## src/rtl/fetch_unit.sv

```systemverilog
// Instruction fetch sequencer: walks the PC through instruction memory,
// follows taken branches, stops on HALT and counts retired instructions.
module fetch_unit #(
    parameter int PC_W  = 10,
    parameter int CNT_W = 16
) (
    input  logic             Clk,
    input  logic             Reset_n,
    input  logic             Start,
    input  logic             Branch,
    input  logic             Halt,
    input  logic [PC_W-1:0]  Target,
    output logic [PC_W-1:0]  ImemAddr,
    input  logic [8:0]       ImemData,
    output logic [8:0]       Inst,
    output logic             InstValid,
    output logic             Busy,
    output logic             Done,
    output logic [CNT_W-1:0] InstCount
);

    typedef enum logic [1:0] {
        IDLE   = 2'd0,
        RUN    = 2'd1,
        HALTED = 2'd2
    } state_t;

    localparam logic [8:0]       HALT_OP = 9'h1E0;
    localparam logic [CNT_W-1:0] CNT_MAX = '1;

    state_t           state;
    state_t           state_next;
    logic [PC_W-1:0]  pc;
    logic [PC_W-1:0]  pc_next;
    logic [CNT_W-1:0] count;
    logic [CNT_W-1:0] count_next;
    logic [CNT_W-1:0] count_inc;

    // Retired-instruction count sticks at its maximum instead of wrapping
    always_comb begin
        count_inc = count;
        if (count != CNT_MAX) begin
            count_inc = count + 1'b1;
        end
    end

    // Next state, PC and count; Start beats Halt, Halt beats Branch
    always_comb begin
        state_next = state;
        pc_next    = pc;
        count_next = count;
        case (state)
            IDLE, HALTED: begin
                if (Start) begin
                    state_next = RUN;
                    pc_next    = '0;
                    count_next = '0;
                end
            end
            RUN: begin
                if (Start) begin
                    pc_next    = '0;
                    count_next = '0;
                end else if (Halt) begin
                    state_next = HALTED;
                    count_next = count_inc;
                end else if (Branch) begin
                    pc_next    = Target;
                    count_next = count_inc;
                end else begin
                    pc_next    = pc + 1'b1;
                    count_next = count_inc;
                end
            end
            default: begin
                state_next = IDLE;
                pc_next    = '0;
                count_next = '0;
            end
        endcase
    end

    // State, PC and count registers; reset takes effect without a clock
    always_ff @(posedge Clk or negedge Reset_n) begin
        if (!Reset_n) begin
            state <= IDLE;
            pc    <= '0;
            count <= '0;
        end else begin
            state <= state_next;
            pc    <= pc_next;
            count <= count_next;
        end
    end

    // Outputs come from registers; only Inst passes memory data through in RUN
    always_comb begin
        ImemAddr  = pc;
        InstCount = count;
        InstValid = (state == RUN);
        Busy      = (state == RUN);
        Done      = (state == HALTED);
        Inst      = (state == RUN) ? ImemData : HALT_OP;
    end

endmodule

```

## config.mk

```make
export PLATFORM = sky130hd
export DESIGN_NAME = fetch_unit
export DESIGN_NICKNAME = d
export VERILOG_FILES = /design/src/rtl/fetch_unit.sv
export SDC_FILE = /design/constraint.sdc
export NUM_CORES = 1
export LEC_CHECK = 0
export BUFFER_PORTS_ARGS = -buffer_cell sky130_fd_sc_hd__buf_4
export CAP_MARGIN = 20
export CORE_ASPECT_RATIO = 1.5
export CORE_MARGIN = 3
export CORE_UTILIZATION = 30
export CTS_CLUSTER_SIZE = 14
export DETAILED_ROUTE_END_ITERATION = 8
export GPL_TIMING_DRIVEN = 0
export SLEW_MARGIN = 20
export SYNTH_ARGS = -nofsm -noshare
export SYNTH_HDL_FRONTEND = slang
export SYNTH_SLANG_ARGS = --single-unit
```

## constraint.sdc

```tcl
create_clock -name Clk -period 4.2 [get_ports Clk]
set_input_delay 0.42 -clock Clk [delete_from_list [all_inputs] [get_ports Clk]]
set_output_delay 0.42 -clock Clk [all_outputs]
set_load 0.01 [all_outputs]
```

==> results.yml <==
run_status:
  result_of_the_run: "finished clean"
clocking:
  clock_sinks: 28
  clock_tree.buffer_depth: 2
  cts_made_buffers: 3
  cts-root-buf: "sky130_fd_sc_hd__clkbuf_8"
  post_cts_buffers: 0
  cts_hold_buf: 0
  post_cts_resize_count: 0
  ctsHtreeMaxLevel: 1
  worst_setup_hold_path_clk_slew_ns: 0.09
  clock_tree_from_tritoncts: "done"
  insertion_delay_ns: 0.27
route:
  drt.antenna.violating_nets: 0
  detail_route.drc_violations: 0
  wire_per_inst_um: 14.4
  first_pass_iters: 4
  num_vias: 1771
  drt-initial-drc-count: 130
  routed_wl_um: 4870
  routed_via_density: 5.24
synthesis:
  synth_cell_type_count: 45
  syn-instance-count: 205
  post_synthesis_sequential_element_count: 28
  synthesis.nets: 231
  synthesis.area_mm2: 0.00174
  top_reg_cell_synth: "sky130_fd_sc_hd__dfrtp_1"
  postSynthAreaPerCell_um2: 8.48
  post_synthesis_async_set_or_reset_flop_share_pct: 100
  synth-seq-area-share_pct: 40.3
  synth_enable_flop_cells: 0
  synth.yosys.warnings: 0
pwr:
  leak_nw: 1.05
  power_density_mw_per_mm2: 251
  vdd_ir_drop_max_mv: 0.116
grt:
  grtUsageTotal_pct: 14.8
  globalRouteOverflowTotal: 0
  antenna_found_initial: 0
  grt_pass1_wl_um: 8000
  maximum_number_of_pins_on_one_net_before_global_route_repair: 29
  vias_in_the_first_global_route: 1715
timing:
  finalSetupViolations: 0
  max_slew_margin_pct: 52.9
  min_period_ns: 2.32
  clock_tree_skew_after_final_layout_ns: 0.00373
  final-hold-violation-count: 0
  grt_setup_unrepaired: "false"
  final.period_utilization_pct: 55.2
  timing_worst_slew_pin_value_ns: 0.706
  finalSetupTns_ns: 0
  clock.fmax_mhz: 431
  report.final.slew_viol_count: 0
setup_path:
  critical_path.reg2reg.startpoint: "InstCount[0]"
  worst-path-buf-inv: 3
  worst_ep_arrival_time_ns: 1.90
  crit_fanout: 11
  critical_path_required_ns: 3.78
  highest_delay_cell_along_the_critical_path: "sky130_fd_sc_hd__dfrtp_1"
  timing_worst_setup_path_type: "reg2out"
  setup.worst_path.start: "state[0]"
  setup.worst_path.end_class: "primary output"
  critical_path.cell_chain: "clkbuf_1 -> nand2_1 -> inv_1 -> and2_1 -> buf_4"
  path_delay_family: "buffers and inverters"
  delay_of_the_slowest_critical_path_stage_ns: 0.45
  crit_path_start_kind: "register"
floorplanning:
  floorplan.core_area_mm2: 0.00553
  io_pins: 62
  die_h_um: 99.2
  floorplan.die.width_um: 68.1
  fp.dieArea_mm2: 0.00676
  initial_core_util_pct: 31.4
  row_count: 33
finish:
  most_frequent_standard_cell_in_the_layout_excluding_fill_and_tap_cells: "sky130_fd_sc_hd__buf_4"
  area_growth_pct: 33.7
  drive_gt1_share_pct: 27.6
  postLayoutCoreUtil_pct: 42.0
  antennaDiodeCount: 0
  stdcell_count: 338
  layout.cells.most_common_list: "sky130_fd_sc_hd__buf_4, sky130_fd_sc_hd__dfrtp_1, sky130_fd_sc_hd__nor2_1, sky130_fd_sc_hd__o21ai_0, sky130_fd_sc_hd__nand2_1"
  number_of_nets_in_the_layout: 295
placed_design:
  placed_cells: 334
  port-buffer-count: 59
  hpwl_um: 3690
  gp_congestion: 0.836
flow_run:
  max-cap-violations: 0
worst_hold_path:
  hp-class: "in2async"
[metrics by stage]
step                cell area [um^2]  hold WS (ns)  total power, mW  worst slack (ns)
CTS                             2320        0.0629            0.598              1.84
finish                          2320        0.0562            0.584              1.88
global route                    2320        0.0637            0.621              1.71
floorplan                       1740         0.124            0.357              2.32
detailed placement              2270         0.372            0.424              2.13
global placement                2270         0.370            0.423              2.14
[metal layers]
layer | wire length, um | track usage, % | share of wire (%) | up-vias
met5 | 0 | 0 | 0 | -
li1 | - | - | - | 873
met4 | 56 | 4.29 | 1.2 | 0
met2 | 2510 | 25.4 | 52 | 52
met3 | 254 | 1.69 | 5.2 | 6
met1 | 2040 | 19.1 | 42 | 840
[cells by family (layout without fill, tap and decap cells)]
family                   after synthesis  after routing  synth area share, %
adder cells (fa/ha/maj)                2              2                 1.44
flip-flops                            28             28                 40.3
AO/OA/AOI/OAI                         57             57                 20.4
XOR/XNOR                               7              7                 3.53
AND/OR/NAND/NOR                       93             93                 28.4
multiplexers                           3              3                 1.73
buffers and inverters                 15             78                 4.18
[registers in the layout (all words and copies together), names as in the netlist]
register   flops
InstCount     16
ImemAddr      10
state          2
[synthesized netlist by cell type (3+ instances only)]
cell	instances	area share, %
sky130_fd_sc_hd__nor2b_1	4	1.4
sky130_fd_sc_hd__nor3b_1	3	1.3
sky130_fd_sc_hd__a22oi_1	3	1.3
sky130_fd_sc_hd__o2111ai_1	3	1.5
sky130_fd_sc_hd__a31oi_1	3	1.1
sky130_fd_sc_hd__nor3_1	5	1.4
sky130_fd_sc_hd__nand2_1	13	2.8
sky130_fd_sc_hd__o21ai_0	22	6.3
sky130_fd_sc_hd__xor2_1	5	2.5
sky130_fd_sc_hd__and2_1	5	1.8
sky130_fd_sc_hd__nand4_1	5	1.8
sky130_fd_sc_hd__nor4_1	5	1.8
sky130_fd_sc_hd__nor2_1	26	5.6
sky130_fd_sc_hd__o31ai_1	3	1.3
sky130_fd_sc_hd__buf_2	3	0.86
sky130_fd_sc_hd__nand2b_1	7	2.5
sky130_fd_sc_hd__mux2i_1	3	1.7
sky130_fd_sc_hd__dfrtp_1	28	40
sky130_fd_sc_hd__and3_1	5	1.8
sky130_fd_sc_hd__nand3_1	5	1.4
sky130_fd_sc_hd__a21oi_1	11	3.2
sky130_fd_sc_hd__inv_1	5	1.1
sky130_fd_sc_hd__clkbuf_1	4	0.86
[report_power, final]
group          internal [mW]  leakage [nW]  switching (mW)  total [mW]
combinational         0.0601         0.633          0.0650       0.125
clock                 0.0838        0.0288          0.0822       0.166
sequential             0.278         0.384          0.0141       0.292
[final timing paths]
kind | end | slack (ns) | cells after the start
worst max-delay path | Inst[2] | 1.88 | 5
max in group asynchronous | ImemAddr[7] | 3.87 | 1
worst max register to register | InstCount[12] | 2.11 | 7
worst min register to register | InstCount[12] | 0.54 | 1
worst min-delay path | ImemAddr[3] | 0.06 | 1
min in group Clk | ImemAddr[8] | 0.43 | 3
[layout make-up]
cell class,instances,area [um^2]
well taps,70,87.6
fillers,599,3210
flip-flops and latches,28,701
multi-input cells,162,965
plain buffers,10,53.8
inverters,5,18.8
repair buffers,59,443
clock buffers,4,55.1
Power figures use the tool's default switching activity.
